--- src/rtl/rr_arbiter_pkg.sv ---
// Shared helpers for the N-channel round-robin arbiter: derived widths and
// one-hot to index conversion.
package rr_arbiter_pkg;

  localparam int unsigned MAX_N = 64;

  function automatic int unsigned idx_w(input int unsigned n);
    return (n < 2) ? 1 : $clog2(n);
  endfunction

  function automatic int unsigned cnt_w(input int unsigned hold);
    return $clog2(hold + 1);
  endfunction

  // OR of indices of set bits; exact for one-hot0 input, 0 for all-zero.
  function automatic int unsigned onehot_to_idx(input logic [MAX_N-1:0] oh);
    int unsigned r;
    r = 0;
    for (int unsigned i = 0; i < MAX_N; i++) begin
      if (oh[i]) r = r | i;
    end
    return r;
  endfunction

endpackage

--- src/rtl/rr_arbiter_n_if.sv ---
// Request/acknowledge bundle between requesting agents (master) and the
// arbiter (slave).
interface rr_arbiter_n_if
  import rr_arbiter_pkg::*;
#(
  parameter int unsigned N = 4
);
  localparam int unsigned IDX_W = idx_w(N);

  logic [N-1:0]     ir;
  logic [N-1:0]     ack;
  logic             ack_valid;
  logic [IDX_W-1:0] ack_idx;

  modport master (output ir, input ack, input ack_valid, input ack_idx);
  modport slave  (input ir, output ack, output ack_valid, output ack_idx);
endinterface

--- src/rtl/rr_pick_next.sv ---
// Combinational cyclic search: first set bit of req at or after start,
// via double-width rotate followed by a lowest-bit priority encoder.
module rr_pick_next
  import rr_arbiter_pkg::*;
#(
  parameter int unsigned N = 4
) (
  input  logic [N-1:0]        req,
  input  logic [idx_w(N)-1:0] start,
  output logic                found,
  output logic [idx_w(N)-1:0] idx
);
  localparam int unsigned IDX_W = idx_w(N);
  localparam int unsigned SW    = IDX_W + 1;

  logic [N-1:0]     rot;
  logic [IDX_W-1:0] off;
  logic [SW-1:0]    sum;

  assign rot   = N'({req, req} >> start);
  assign found = |req;

  always_comb begin
    off = '0;
    for (int i = N - 1; i >= 0; i--) begin
      if (rot[i]) off = IDX_W'(i);
    end
  end

  // Map rotated offset back to an absolute index modulo N.
  always_comb begin
    sum = SW'(start) + SW'(off);
    if (sum >= SW'(N)) sum = sum - SW'(N);
    idx = IDX_W'(sum);
  end

endmodule

--- src/rtl/rr_arbiter_n.sv ---
// N-channel round-robin arbiter with latched requests, registered one-hot
// acknowledge and a bounded hold length per grant.
module rr_arbiter_n
  import rr_arbiter_pkg::*;
#(
  parameter int unsigned N    = 4,
  parameter int unsigned HOLD = 1
) (
  input  logic         clock,
  input  logic         reset,
  rr_arbiter_n_if.slave bus
);
  localparam int unsigned IDX_W = idx_w(N);
  localparam int unsigned CNT_W = cnt_w(HOLD);

  logic [N-1:0]     req_q, req_d;
  logic [N-1:0]     ack_q, ack_d;
  logic [IDX_W-1:0] last_q, last_d;
  logic [CNT_W-1:0] hold_q, hold_d;

  logic             grantee_req;
  logic             others;
  logic             keep;
  logic [IDX_W-1:0] start;
  logic             pick_found;
  logic [IDX_W-1:0] pick_idx;

  assign grantee_req = |(req_q & ack_q);
  assign others      = |(req_q & ~ack_q);
  assign keep        = grantee_req && (!others || (hold_q < CNT_W'(HOLD - 1)));
  assign start       = (last_q == IDX_W'(N - 1)) ? '0 : last_q + IDX_W'(1);

  rr_pick_next #(.N(N)) u_pick (
    .req   (req_q),
    .start (start),
    .found (pick_found),
    .idx   (pick_idx)
  );

  // Decision mux: idle, keep current grantee, or rotate to next requester.
  always_comb begin
    req_d  = bus.ir;
    ack_d  = ack_q;
    last_d = last_q;
    hold_d = hold_q;
    if (req_q == '0) begin
      ack_d  = '0;
      hold_d = '0;
    end else if (keep) begin
      if (hold_q != CNT_W'(HOLD)) hold_d = hold_q + CNT_W'(1);
    end else if (pick_found) begin
      ack_d  = N'(1) << pick_idx;
      last_d = pick_idx;
      hold_d = '0;
    end
  end

  always_ff @(posedge clock) begin
    if (reset) begin
      req_q  <= '0;
      ack_q  <= '0;
      last_q <= IDX_W'(N - 1);
      hold_q <= '0;
    end else begin
      req_q  <= req_d;
      ack_q  <= ack_d;
      last_q <= last_d;
      hold_q <= hold_d;
    end
  end

  assign bus.ack       = ack_q;
  assign bus.ack_valid = |ack_q;
  assign bus.ack_idx   = IDX_W'(onehot_to_idx(MAX_N'(ack_q)));

endmodule

--- src/flat_wrapper.sv ---
// flat-port wrapper written by rule: the top's interface ports become plain ports
module rr_arbiter_n_flat import rr_arbiter_pkg::*;
#(
  parameter int unsigned N    = 4,
  parameter int unsigned HOLD = 1
)
  (clock, reset, bus_ir, bus_ack, bus_ack_valid, bus_ack_idx);
  rr_arbiter_n_if #(.N(N)) bus_i ();
  input  logic clock;
  input  logic reset;
  input wire logic [$bits(bus_i.ir)-1:0] bus_ir;
  output wire logic [$bits(bus_i.ack)-1:0] bus_ack;
  output wire logic [$bits(bus_i.ack_valid)-1:0] bus_ack_valid;
  output wire logic [$bits(bus_i.ack_idx)-1:0] bus_ack_idx;
  assign bus_i.ir = bus_ir;
  assign bus_ack = bus_i.ack;
  assign bus_ack_valid = bus_i.ack_valid;
  assign bus_ack_idx = bus_i.ack_idx;
  rr_arbiter_n #(.N(N), .HOLD(HOLD)) u_core (.clock(clock), .reset(reset), .bus(bus_i));
endmodule
--- config.mk ---
export PLATFORM = sky130hd
export DESIGN_NAME = rr_arbiter_n_flat
export DESIGN_NICKNAME = d
export VERILOG_FILES = /design/src/rtl/rr_arbiter_pkg.sv /design/src/rtl/rr_arbiter_n_if.sv /design/src/rtl/rr_pick_next.sv /design/src/rtl/rr_arbiter_n.sv /design/src/flat_wrapper.sv
export SDC_FILE = /design/constraint.sdc
export NUM_CORES = 1
export LEC_CHECK = 0
export ABC_AREA = 1
export CAP_MARGIN = 15
export CORE_ASPECT_RATIO = 1.1
export CORE_MARGIN = 2
export CORE_UTILIZATION = 30
export DETAILED_ROUTE_END_ITERATION = 6
export DONT_BUFFER_PORTS = 1
export GPL_TIMING_DRIVEN = 1
export MAX_ROUTING_LAYER = met4
export PLACE_DENSITY = 0.53
export SLEW_MARGIN = 20
export SYNTH_ARGS = -nofsm -noshare
export SYNTH_HDL_FRONTEND = slang
export SYNTH_SLANG_ARGS = --single-unit
--- constraint.sdc ---
create_clock -name clock -period 2.8 [get_ports clock]
set_input_delay 0.56 -clock clock [delete_from_list [all_inputs] [get_ports clock]]
set_output_delay 0.56 -clock clock [all_outputs]
set_load 0.03 [all_outputs]
# Yosys cells after proc, flatten, opt, wreduce, memory -nomap -nowiden
# Index checks and enable logic that the tools add are counted.
[totals] ff_bits=11 in_bits=6 out_inout_bits=7 elab_cells=42
[op_classes] add_sub_neg=4 n_lt_le_gt_ge=2 eq_ne=1 shift=2 muxes=12 n_bitwise=5 n_reduce_logical=12
[ops] cell="2-to-1 mux 2 bit" count=8
[ops] cell="OR reduction 4 bit" count=4
[ops] cell="AND 4 bit" count=2
[ops] cell="right shift 8 x 2 -> 4 bit" count=1
[ops] cell="logical NOT 4 bit" count=1
[ops] cell="2-to-1 mux 1 bit" count=4
[ops] cell="inverter 4 bit" count=1
[ops] cell="<< shifter 1 x 2 -> 4 bit (first input constant)" count=1
[ops] cell="adder 2 x 2 -> 3 bit" count=1
[ops] cell="greater-or-equal comparator 3 bit (second input constant)" count=1
[ops] cell="AND reduction 3 bit" count=1
[ops] cell="adder 2 x 1 -> 2 bit (second input constant)" count=1
[ops] cell="== test 2 bit (second input constant)" count=1
[ops] cell="inverter 1 bit" count=2
[ops] cell="AND reduction 2 bit" count=1
[ops] cell="nonzero test 2 bit" count=1
[ops] cell="OR reduction 2 bit" count=1
[ops] cell="subtractor 2 x 1 -> 2 bit (second input constant)" count=1
[ops] cell="adder 1 bit (second input constant)" count=1
[ops] cell="logical AND 1 bit" count=1
[ops] cell="logical NOT 1 bit" count=1
[ops] cell="logical OR 1 bit" count=1
[ops] cell="less-than comparator 1 bit (second input constant)" count=1

# Logic depth before layout (Yosys ltp)
# Gate-level depths: netlist of the first run.
[depth] depth_word=11 mapped_depth=17 mapped_depth_nobuf=17

# Modules after synthesis
# From an unflattened synthesis of the first run, not the netlist that was laid out.
[unflattened] cells_unflattened=107 area_unflattened_um2=656.9
[by_module_without_submodules] module="rr_arbiter_n" n_inst=1 cells_each=72 area_per_inst_um2=489.2 seq_area_each_um2=200.2
[by_module_without_submodules] module="rr_pick_next" n_inst=1 cells_each=35 area_per_inst_um2=167.7 seq_area_each_um2=0.0

# Worst setup path after synthesis of the first run
# OpenSTA, ideal clock, no wires.
[synth_timing] path_type="register to register" start="register u_core.last_q[0]" end="register u_core.ack_q[1], in the netlist u_core.bus.ack[1]" setup_ns=0.117 t_arrival_ns=1.865 required_time_ns=2.683 path_slack_ns=0.818 path_stages_with_launch=17 path_buffers=0 period_less_slack_ns=1.982 path_cell_list="dfxtp_1 -> ha_1 -> inv_1 -> nand2_2 -> nand2_1 -> nand2_1 -> nand2_1 -> a31oi_1 -> nor2_1 -> ha_1 -> xor2_1 -> inv_1 -> nand3_1 -> nand2_2 -> nand2_2 -> nand2_2 -> nor2_1"
[synth_between] elab_chain_cells=11 elab_cells_between_ends=13 classes_between="add/sub (3); order compare (1); eq/ne (1); shift (2); mux (6)"
[synth_rtl] element="start: declaration" line="rr_arbiter_n.sv:18" source="logic [IDX_W-1:0] last_q, last_d;"
[synth_rtl] element="start signal: assignment" line="rr_arbiter_n.sv:62" source="last_q <= IDX_W'(N - 1);"
[synth_rtl] element="start signal: assignment" line="rr_arbiter_n.sv:67" source="last_q <= last_d;"
[synth_rtl] element="adder 2 x 1 -> 2 bit / == test 2 bit (equally long branches)" line="rr_arbiter_n.sv:31" source="assign start = (last_q == IDX_W'(N - 1)) ? '0 : last_q + IDX_W'(1);"
[synth_rtl] element="2-to-1 mux 2 bit (*)" line="rr_arbiter_n.sv:31"
[synth_rtl] element="right shift 8 x 2 -> 4 bit" line="rr_pick_next.sv:20" source="assign rot = N'({req, req} >> start);"
[synth_rtl] element="2-to-1 mux 2 bit (4 in series)" line="rr_pick_next.sv:26" source="if (rot[i]) off = IDX_W'(i);"
[synth_rtl] element="adder 2 x 2 -> 3 bit (*)" line="rr_pick_next.sv:32" source="sum = SW'(start) + SW'(off);"
[synth_rtl] element="greater-or-equal comparator 3 bit / subtractor 2 x 1 -> 2 bit (equally long branches)" line="rr_pick_next.sv:33" source="if (sum >= SW'(N)) sum = sum - SW'(N);"
[synth_rtl] element="2-to-1 mux 2 bit (*)" line="rr_pick_next.sv:33"
[synth_rtl] element="<< shifter 1 x 2 -> 4 bit (*)" line="rr_arbiter_n.sv:52" source="ack_d = N'(1) << pick_idx;"
[synth_rtl] element="end signal: assignment" line="rr_arbiter_n.sv:66" source="ack_q <= ack_d;"
[synth_rtl] element="end: declaration" line="rr_arbiter_n.sv:17" source="logic [N-1:0] ack_q, ack_d;"
# Every way passes the cells marked *; elsewhere a longest branch is shown, timed or not.
# A chain may end at the register's enable or synchronous reset.

# Worst setup path in the final report of the first run
# Same ends and word-level chain as after synthesis.

==> impl.org, run 1 <==
** Status
- The flow ran to the end, and the final reports show no timing, DRC or antenna violations.

** Timing
- RSZ-0062 raised after global routing :: false
- Fmax achieved :: 0.456 GHz
- Normalized max-slew margin :: 74.4%
- The worst path in the final design needs a cycle of 2.19 ns, including I/O delays and setup.
- Count of final max-slew check failures :: 0
- Final setup violation count :: 0
- At the pin with the least slew margin, the transition time is 0.382 ns.
- Final period utilization :: 78.3%
- The count of endpoints failing hold in the final timing report was 0.
- Setup Skew :: 0.00754 ns
- Final total negative setup slack :: 0 ns

** Route
- The count of nets left with antenna violations once routing finished came out at 0.
- In the final routed layout, each cell accounts on average for 9.27 µm.
- Number of design rule violations left after detail routing :: 0
- Via count :: 591
- For this block, the routed nets add up to 1210 µm of wire.
- Using the TritonRoute via totals, the vias-per-cell ratio works out to 4.55.
- In this run, the number of DRC markers left after iteration 0 of detailed routing was 18.
- The first detailed-routing pass ran for 4 iterations.

** Worst setup path
- In this run the worst path has a maximum fanout of 5.
- Critical Path Start Type :: flop
- STA classifies the critical path endpoint as a flop.
- Crit path required time :: 2.95 ns
- Crit Path Class :: reg2reg
- Arrival @ worst endpoint :: 2.35 ns

** Synth
- Summing the sequential cell areas from Yosys gives 31.6% of the chip area.
- Synthesis produced 98 cells.
- Synthesis inferred 10 register bits.
- Number of different library cells in the post-synthesis netlist :: 19
- The number of nets in the synthesized netlist is 106.
- Post-synthesis instance area :: 634 µm²
- Average cell area after synthesis :: 6.47 µm²
- Synthesis warning total :: 0

** Clock network
- TritonCTS built the clock tree.
- The number of hold buffers added after CTS was 0.
- After clock tree synthesis, the repair step resized 0 gates.
- Number of clock sinks :: 10
- Clock Root Buffer :: clkbuf_4
- CTS built an H-tree with a depth of 1.
- Post-CTS setup buffer count :: 0
- Total CTS buffers :: 3
- Clock latency on the worst-skew pair :: 0.26 ns
- Counting along the longest clock path gives a buffer depth of 2.
- Clock-pin slew of the registers on the worst-case setup and hold paths :: 0.07 ns

** GRT
- GR Overflow Total :: 0
- The number of global-route vias before repair is 515.
- The first global-routing pass estimated 2150 µm of wire.
- The initial antenna violation count was 0.
- Pin count of the biggest net entering global routing :: 8
- Global routing usage summed across all routing layers :: 12.1%

** Placed design
- GP Congestion :: 0.842
- Port-buffer cells :: 0
- Placed wire-length estimate after detailed placement :: 1040 µm

** Floorplan
- 13 I/O pins were placed.
- Vertical extent of the die :: 52.2 µm
- Row Count :: 17
- Core region area :: 2000 µm²
- Die footprint :: 2500 µm²
- Floorplan die width :: 47.8 µm
- Initial Utilization :: 31.7%

** Final layout
- The repair_antennas step left the layout with diodes totalling 0.
- Of the cells placed in the final design, the portion with a size suffix greater than 1 is 16.7%.
- Area of combinational cells with multiple inputs :: 363 µm²
- Fillcell total :: 236
- Registers take 200 µm².
- From synthesis to final layout, the design area changed by 11.2%.
- Number of nets at the end of the flow :: 111

** Flow run
- Reported max-cap violation count :: 0

** Min path
- The min-delay analysis places its worst path in the category in2reg.
-- through the flow --
| stage | instances | util (%) | setup slack (ns) | cell area (µm²) | hold slack (ns) |
|---|---|---|---|---|---|
| after global placement | 126 | 33.5 | 0.663 | 669 | 0.467 |
| after global routing | 130 | 35.3 | 0.351 | 706 | 0.352 |
| after floorplan | 98 | - | 0.818 | 634 | 0.438 |
| after CTS | 130 | 35.3 | 0.588 | 706 | 0.364 |
| after detailed placement | 126 | 33.5 | 0.609 | 669 | 0.469 |
| final | 130 | 35.3 | 0.608 | 706 | 0.370 |
-- worst max-delay path, stage by stage, from the launching register on --
cell,delay (ns)
dfxtp_1,0.41
ha_1,0.24
inv_1,0.06
nand2_2,0.10
nand2_1,0.09
nand2_1,0.07
nand2_1,0.06
a31oi_1,0.21
nor2_1,0.06
ha_1,0.20
xor2_1,0.15
inv_1,0.06
nand3_1,0.09
nand2_2,0.11
nand2_2,0.06
nand2_2,0.07
nor2_1,0.04
-- worst paths after layout --
check | start | to | slack, ns | cells past startpoint
worst min register to register | u_core.last_q[1]$_SDFFE_PP1P_ | u_core.last_q[1]$_SDFFE_PP1P_ | 0.49 | 2
worst max register to register | u_core.last_q[0]$_SDFFE_PP1P_ | u_core.bus.ack[1]$_SDFFE_PP0P_ | 0.61 | 16
worst max-delay path | u_core.last_q[0]$_SDFFE_PP1P_ | u_core.bus.ack[1]$_SDFFE_PP0P_ | 0.61 | 16
worst min-delay path | reset | u_core.req_q[1]$_SDFF_PP0_ | 0.37 | 1
-- registers in the layout, indices dropped and copies added (netlist names) --
signal and count:
u_core.bus.ack 4, u_core.req_q 4, u_core.last_q 2
-- synth_stat cells --
| cell type | number | area (µm²) |
|---|---|---|
| inv_2 | 1 | 3.75 |
| o21ai_0 | 2 | 10.0 |
| a41oi_1 | 1 | 8.76 |
| dfxtp_1 | 10 | 200 |
| nand2_2 | 6 | 37.5 |
| nor2_4 | 1 | 11.3 |
| ha_1 | 2 | 25.0 |
| a21oi_2 | 2 | 17.5 |
| nor2_1 | 8 | 30.0 |
| a21oi_1 | 2 | 10.0 |
| nand4_1 | 1 | 6.26 |
| a31oi_1 | 1 | 6.26 |
| nand4_4 | 1 | 21.3 |
| xor2_1 | 1 | 8.76 |
| nand2_1 | 33 | 124 |
| nor2_2 | 1 | 6.26 |
| nand3_2 | 1 | 10.0 |
| nand3_1 | 6 | 30.0 |
| inv_1 | 18 | 67.6 |
-- cell usage in the layout, fill, tap and decap left out --
| cell | netlist | layout |
|---|---|---|
| inv_2 | 1 | 1 |
| nand4_4 | 1 | 1 |
| nand2_1 | 33 | 33 |
| nand3_1 | 6 | 6 |
| a21oi_2 | 2 | 2 |
| inv_1 | 18 | 18 |
| a41oi_1 | 1 | 1 |
| clkbuf_8 | 0 | 1 |
| o21ai_0 | 2 | 2 |
| nor2_4 | 1 | 1 |
| a21oi_1 | 2 | 2 |
| nand3_2 | 1 | 1 |
| nor2_1 | 8 | 8 |
| nand4_1 | 1 | 1 |
| nand2_2 | 6 | 6 |
| a31oi_1 | 1 | 1 |
| ha_1 | 2 | 2 |
| nor2_2 | 1 | 1 |
| xor2_1 | 1 | 1 |
| clkbuf_4 | 0 | 3 |
| dfxtp_1 | 10 | 10 |
-- cell families after synthesis --
kind of cell	synth area share, %
compound gates	8.29
xor+xnor	1.38
fa+ha+maj	3.94
buf+inv	11.2
flops	31.6
simple gates	43.6
-- area by class of cell --
| type | count | area share, % |
|---|---|---|
| clock buffers | 4 | 5.14 |
| inverters | 19 | 10.1 |
| flip-flops and latches | 10 | 28.4 |
| multi-input cells | 69 | 51.4 |
| well taps | 28 | 4.96 |
-- routing by layer --
layer | vias to the layer above | part of all wire [%] | global-route usage, % | wire, µm
li1 | 311 | - | - | -
met4 | 0 | 0.91 | 4.05 | 11
met2 | 13 | 48 | 16.9 | 581
met3 | 2 | 4.2 | 2.76 | 51
met5 | - | 0 | - | 0
met1 | 265 | 47 | 17.1 | 561
Power of run 1 is not shown: default switching activity piles up to over one toggle a cycle in this logic, so the estimate is an artifact.
==> inputs of run 2 (changes only) <==
==> constraint.sdc (replaced) <==
create_clock -name clock -period 2.2 [get_ports clock]
set_input_delay 0.44 -clock clock [delete_from_list [all_inputs] [get_ports clock]]
set_output_delay 0.44 -clock clock [all_outputs]
set_load 0.03 [all_outputs]
==> impl.org, run 2 (synthesis gave the netlist of run 1 again) <==
** Timing
- The final max-slew violation count was 0.
- For the pin with the worst max-slew slack, the measured transition is 0.388 ns.
- Clock period minus final worst setup slack :: 2.01 ns
- The final critical path takes up 91.5% of the cycle.
- Fmax achieved :: 0.497 GHz
- Setup slack of the critical path after layout :: 0.187 ns
- Setup violations remaining at the end of the flow were counted as 0.
- The count of endpoints failing hold in the final timing report was 0.
- On the final layout, the worst clock skew is 0.00304 ns.
- Normalized max-slew margin :: 74.1%
- Final total negative setup slack :: 0 ns

** Route
- Routed wire length :: 1260 µm
- Number of detailed-routing iterations run before antenna repair :: 4
- The detail route stage leaves a number of antenna-violating nets equal to 0.
- Number of design rule violations left after detail routing :: 0
- Post-DR wirelength/cell :: 9.71 µm
- In the routed layout, each cell is associated on average with a via count of 4.55.
- Via count :: 592
- In this run, the number of DRC markers left after iteration 0 of detailed routing was 9.

** Worst setup path
- In this run the critical register-to-register path is launched from u_core.last_q[0]$_SDFFE_PP1P_.
- Arrival @ worst endpoint :: 2.21 ns
- Critical Path Sink Type :: flop
- The critical path is of the reg2reg type.
- Largest fanout on the critical path :: 6
- Data on the critical path is required at its endpoint by 2.39 ns.
- Critical Path Start Type :: flop
- Origin of the worst setup path :: u_core.last_q[0]$_SDFFE_PP1P_

** Placed design
- Setup WS pre-CTS :: 0.122 ns
- Detailed placement finished with a half-perimeter wire length of 1040 µm.
- Counting tap cells, the placed design contains a total of 127 instances.
- Port-buffer cells :: 0
- GP Congestion :: 0.720

** Clock network
- Resized Gates After CTS :: 0
- Maximum buffer depth of the clock tree :: 2
- Clock latency on the worst-skew pair :: 0.25 ns
- After clock tree synthesis, the setup repair step added 0 buffers.
- Max H-tree Level :: 1
- TritonCTS created 3 clock buffers.
- After clock tree synthesis, the clock-pin slew on the worst setup and hold paths is 0.06 ns.
- The tree is rooted in a clkbuf_4.
- TritonCTS built the clock tree.
- Hold-fix buffers, CTS :: 0
- Number of clock sinks :: 10

** Floorplan
- Vertical extent of the die :: 52.2 µm
- Die footprint :: 2500 µm²
- Initial Utilization :: 31.7%
- Boundary pin count :: 13
- Core region area :: 2000 µm²
- After floorplanning, the core was divided into 17 placement rows.
- The die is 47.8 µm wide.

** Final layout
- Of the cells placed in the final design, the portion with a size suffix greater than 1 is 24.5%.
- Layout-stage area growth over the synthesis result :: 15.8%
- Post-route non-filler standard cell count :: 130
- The repair_antennas step left the layout with diodes totalling 0.
- Commonest non-fill, non-tap cells in the layout :: nand2_1 (31), inv_1 (18), dfxtp_1 (8)
- Most common library cell in the layout ignoring fill and taps :: nand2_1
- After filler insertion, the fill cell instance count of the layout stands at 244.
- Number of nets at the end of the flow :: 112

** GRT
- Vias in the first global route :: 523
- Global routing usage summed across all routing layers :: 12.0%
- The initial antenna violation count is 0.
- Global routing finished with a remaining overflow of 0.
- Global-route wire length before repair :: 2100 µm
- Entering global routing, the biggest net connects 8 pins.

** Min path
- Type of the most critical hold path :: in2reg
- Startpoint of the worst hold path :: reset

** Status
- The flow ran to the end, and the final reports show no timing, DRC or antenna violations.

** Flow run
- Reported max-cap violation count :: 0
[run 2: per-layer routing]
metal  vias up  routed length (µm)  track usage, %
met5         -                   0               -
met4         0                  22            6.76
met3         4                  46            1.72
met2        14                 624            17.6
met1       263                 569            15.6
li1        311                   -               -
[run 2: critical path, stage by stage (launching register included)]
cell     delay (ns)
dfxtp_2        0.33
ha_4           0.16
nor2_4         0.17
nand2_1        0.09
nand3_1        0.11
nand2_2        0.06
a31oi_1        0.14
nor2_1         0.07
ha_2           0.18
xor2_1         0.18
inv_1          0.07
nand3_2        0.09
nand2_4        0.06
nand2_2        0.07
nand2_2        0.06
a21oi_2        0.10
[run 2: final timing paths]
check,endpoint,cells past startpoint,slack (ns)
min,u_core.req_q[0]$_SDFF_PP0_,1,0.25
max reg2reg,u_core.bus.ack[0]$_SDFFE_PP0P_,15,0.19
min reg2reg,u_core.last_q[1]$_SDFFE_PP1P_,2,0.50
max,u_core.bus.ack[0]$_SDFFE_PP0P_,15,0.19
[run 2: metrics by stage]
| stage | instance area (µm²) | hold slack, ns | utilization, % |
|---|---|---|---|
| global route | 734 | 0.240 | 36.7 |
| CTS | 699 | 0.241 | 35.0 |
| floorplan | 634 | 0.438 | - |
| finish | 734 | 0.250 | 36.7 |
| detailed placement | 677 | 0.479 | 33.9 |
| global placement | 677 | 0.467 | 33.9 |
[run 2: cell type report]
cell class                 instances  area (µm²)  share of cell area, %
timing repair buffer               1        7.51                   1.02
sequential                        10         203                   27.6
clock buffer                       3        22.5                   3.07
multi-input combinational         69         395                   53.8
tap                               28        35.0                   4.77
inverter                          19        71.3                   9.71
Power of run 2 is left out for the same reason.
==> inputs of run 3 (changes only) <==
--- a/config.mk
+++ b/config.mk
@@ -5,11 +5,11 @@
 export SDC_FILE = /design/constraint.sdc
 export NUM_CORES = 1
 export LEC_CHECK = 0
-export ABC_AREA = 1
 export CAP_MARGIN = 15
 export CORE_ASPECT_RATIO = 1.1
 export CORE_MARGIN = 2
 export CORE_UTILIZATION = 30
+export CTS_CLUSTER_SIZE = 28
 export DETAILED_ROUTE_END_ITERATION = 6
 export DONT_BUFFER_PORTS = 1
 export GPL_TIMING_DRIVEN = 1
==> impl.org, run 3 <==
** GRT
- Antenna violations before repair :: 0
- GR Overflow Total :: 0
- Global-route wire length before repair :: 1690 µm
- The number of global-route vias before repair was 397.
- Entering global routing, the biggest net connects 10 pins.
- Global routing usage summed across all routing layers :: 12.5%

** Placed design
- Port buffering added 0 buffers.
- GP Congestion :: 0.727
- Placed wire-length estimate after detailed placement :: 760 µm
- Before CTS, the worst setup slack after placement is 0.125 ns.

** Worst setup path
- Crit path required time :: 2.40 ns
- Grouping stages by cell kind, the critical path spends the most delay in simple AND/OR/NAND/NOR gates.
- Endpoint of the most critical register-to-register path :: u_core.bus.ack[3]$_SDFFE_PP0P_
- Critical Path Sink Type :: flop
- Cells traversed along the worst timing path :: ha_1 > nor2_4 > nor3_1 > a31oi_1 > o211ai_1 > ha_1 > inv_1 > or3_1 > o21ai_0
- On the worst path, the slowest cell contributes a delay of 0.38 ns.
- The worst setup path is of the reg2reg kind.
- In this run the worst path has a maximum fanout of 9.
- Among all stages on the critical path, the largest delay is contributed by or3_1.
- In this design, the critical path's most frequently occurring cell is ha_1.
- The worst setup path is launched from a flop.
- Arrival @ worst endpoint :: 2.21 ns
- RR Startpoint :: u_core.last_q[0]$_SDFFE_PP1P_
- Measured in cells, the most critical reg-to-reg path has a length of 9.
- Count of buffering cells on the critical path with inverters included :: 1
- The worst register-to-register path has a setup slack of 0.19 ns.

** Clock network
- Clock tree synthesis inserted a total of 3 buffers.
- Post-CTS setup buffer count :: 0
- Maximum buffer depth of the clock tree :: 2
- After clock tree synthesis, the clock-pin slew on the worst setup and hold paths is 0.07 ns.
- Resized Gates After CTS :: 0
- Max H-tree Level :: 1
- In this run, post-CTS hold repair placed 0 buffers.
- Clock latency on the worst-skew pair :: 0.27 ns
- TritonCTS built the clock tree.
- Clock Root Buffer :: clkbuf_4
- Number of clock sinks :: 10

** Synth
- Share of the synthesized area in the top cell type :: 38.6%
- Post-Synth Adder-Cell Area :: 6.99%
- The synthesized netlist devotes 23.6% of its cell area to compound gates.
- By instance count, the leading cell after synthesis is dfxtp_1.
- By area the synthesized netlist is led by dfxtp_1 (39%), nor2b_1 (6.0%), ha_1 (4.8%).
- A synthesized cell averages 8.80 µm².
- Synthesis warning total :: 0
- For this run, the leading register cell type out of synthesis is dfxtp_1.
- Sorting the synthesized cells by how often they occur yields dfxtp_1 (10), nor2b_1 (5), nand2_1 (4), nand2b_1 (4).
- Synthesized net count :: 67
- Of all flip-flops after synthesis, the portion carrying an async set or reset was 0%.
- Synthesized instance count :: 59
- Post-synthesis instance area :: 519 µm²
- EDFF count, synth :: 0
- Of the total synthesized cell area, the portion taken by AND, OR, NAND and NOR gates is 26.0%.
- The synthesized netlist devotes 3.37% of its cell area to XOR and XNOR gates.
- Largest area contributor in the netlist :: dfxtp_1
- For this run, the register share of the synthesized area comes to 38.6%.
- Main combinational cell family by area after synthesis :: simple AND/OR/NAND/NOR gates
- Multiplexer fraction of the synthesized cell area :: 0%
- Counting flops and latches in the post-synthesis netlist gives 10.
- The netlist uses 28 different library cells.

** Timing
- Subtracting the final worst setup slack from the clock period gives 2.01 ns.
- Dividing the final minimum period by the clock period gives 91.4%.
- Final setup violation count :: 0
- Normalized max-slew margin :: 72.2%
- Setup Skew :: 0.00487 ns
- Final total negative setup slack :: 0 ns
- For the pin with the worst max-slew slack, the measured transition is 0.417 ns.
- The count of endpoints failing hold in the final timing report came to 0.
- The final max-slew violation count came to 0.
- Setup slack of the critical path after layout :: 0.189 ns
- Setup repair after global routing left no endpoint under its margin.
- Fmax achieved :: 0.497 GHz
- Hold is met by 0.238 ns.

** Final layout
- After the last flow step, the layout net total stands at 75.
- Fraction of layout instances using a drive strength above 1 :: 16.9%
- Compared with the post-synthesis result, the final layout area differs by 13.7%.
- Final core utilization :: 37.0%
- The repair_antennas step left the layout with diodes totalling 0.
- Commonest non-fill, non-tap cells in the layout :: dfxtp_1 (10), nor2b_1 (5), nand2_1 (4), nand2b_1 (4)
- Most common library cell in the layout ignoring fill and taps :: dfxtp_1

** Route
- Detailed routing inserted a total of 436 vias.
- In the final routed layout, each cell accounts on average for 12.6 µm.
- In this run, the number of DRC markers left after iteration 0 of detailed routing was 2.
- DRT antenna net count :: 0
- For this run, the detailed router's first-pass iteration total came to 2.
- Dividing the detail-routed via count by the number of cells gives 5.32.
- Routed wire length :: 1040 µm
- In the routed design, unresolved DRC markers number 0.

** Status
- The run finished with clean final reports.

** Floorplan
- Core region area :: 1600 µm²
- Vertical extent of the die :: 47.6 µm
- Row Count :: 15
- For this configuration, the core starts out at a cell density of 32.5%.
- Floorplan die width :: 43.7 µm
- Boundary pin count :: 13
- The die covers 2080 µm².

** Min path
- Type of the most critical hold path :: in2reg
- The worst hold path begins at reset.
- Along the worst hold path, the cell count comes to 1.
- Hold Crit Endpoint :: u_core.req_q[2]$_SDFF_PP0_

** Power and ir drop
- Across the VDD grid, the largest voltage drop is 0.384 mV.
- The analysis attributes to cell leakage a power of 0.240 nW.
- Pwr Density :: 1130 nW/µm²

** Flow run
- Reported max-cap violation count :: 0
==> run 3: cell types whose count changed after synthesis, moves of 2 or more <==
cell and delta:
or2_2 +2, nand3_1 -6, a22o_1 +2, inv_1 -16
a21oi_2 -2, nand2b_1 +4, nor2_1 -5, nor3_1 +3
nand2_2 -6, nand2_1 -29, o21a_1 +2, or3_1 +2
nor2b_1 +5
==> run 3: worst max-delay path by stage <==
stage | start | end | slack [ns] | cells past startpoint
6_report | u_core.last_q[0]$_SDFFE_PP1P_ | u_core.bus.ack[3]$_SDFFE_PP0P_ | 0.19 | 9
5_1_grt | u_core.last_q[0]$_SDFFE_PP1P_ | u_core.bus.ack[3]$_SDFFE_PP0P_ | 0.05 | 9
4_1_cts | u_core.last_q[0]$_SDFFE_PP1P_ | u_core.bus.ack[3]$_SDFFE_PP0P_ | 0.11 | 9
3_5_place_dp | u_core.last_q[0]$_SDFFE_PP1P_ | u_core.bus.ack[3]$_SDFFE_PP0P_ | 0.13 | 9
3_3_place_gp | u_core.last_q[0]$_SDFFE_PP1P_ | u_core.bus.ack[3]$_SDFFE_PP0P_ | 0.08 | 9
2_1_floorplan | u_core.last_q[0]$_SDFFE_PP1P_ | u_core.bus.ack[3]$_SDFFE_PP0P_ | 0.22 | 9
==> run 3: routing by layer <==
| layer | routed length [µm] | vias up | track usage, % |
|---|---|---|---|
| met5 | 0 | - | - |
| met4 | 46 | 0 | 10.9 |
| met3 | 41 | 4 | 4.91 |
| met2 | 463 | 8 | 17.9 |
| met1 | 483 | 197 | 13.5 |
| li1 | - | 227 | - |
==> run 3: power by group <==
group	leakage (nW)	switching, mW	internal [mW]	total, mW
clock	0.0138	0.0634	0.0632	0.127
combinational	0.143	0.180	0.112	0.292
sequential	0.0826	0.0376	0.210	0.248
total	0.240	0.281	0.385	0.666
==> run 3: final cells by class <==
class | instances | area [µm²]
repair buffers | 3 | 22.5
fillers | 167 | 1000
multi-input cells | 47 | 317
inverters | 2 | 7.51
well taps | 17 | 21.3
clock buffers | 3 | 22.5
flip-flops and latches | 10 | 200
==> run 3: logic make-up (layout without fill, tap and decap cells) <==
family | Yosys count | in the layout
AOI/OAI and AO/OA | 17 | 17
DFF | 10 | 10
and+or+nand+nor | 25 | 25
buffers and inverters | 2 | 8
adders and majority gates | 3 | 3
xor gates and xnor gates | 2 | 2
==> run 3: through the flow <==
stage          std cells  instance area [µm²]  power, mW
6_report              82                  591      0.666
5_1_grt               82                  591      0.709
4_1_cts               82                  586      0.663
3_3_place_gp          79                  563      0.536
2_1_floorplan         59                  519      0.481
3_5_place_dp          79                  563      0.536
(Power assumes the default switching activity.)
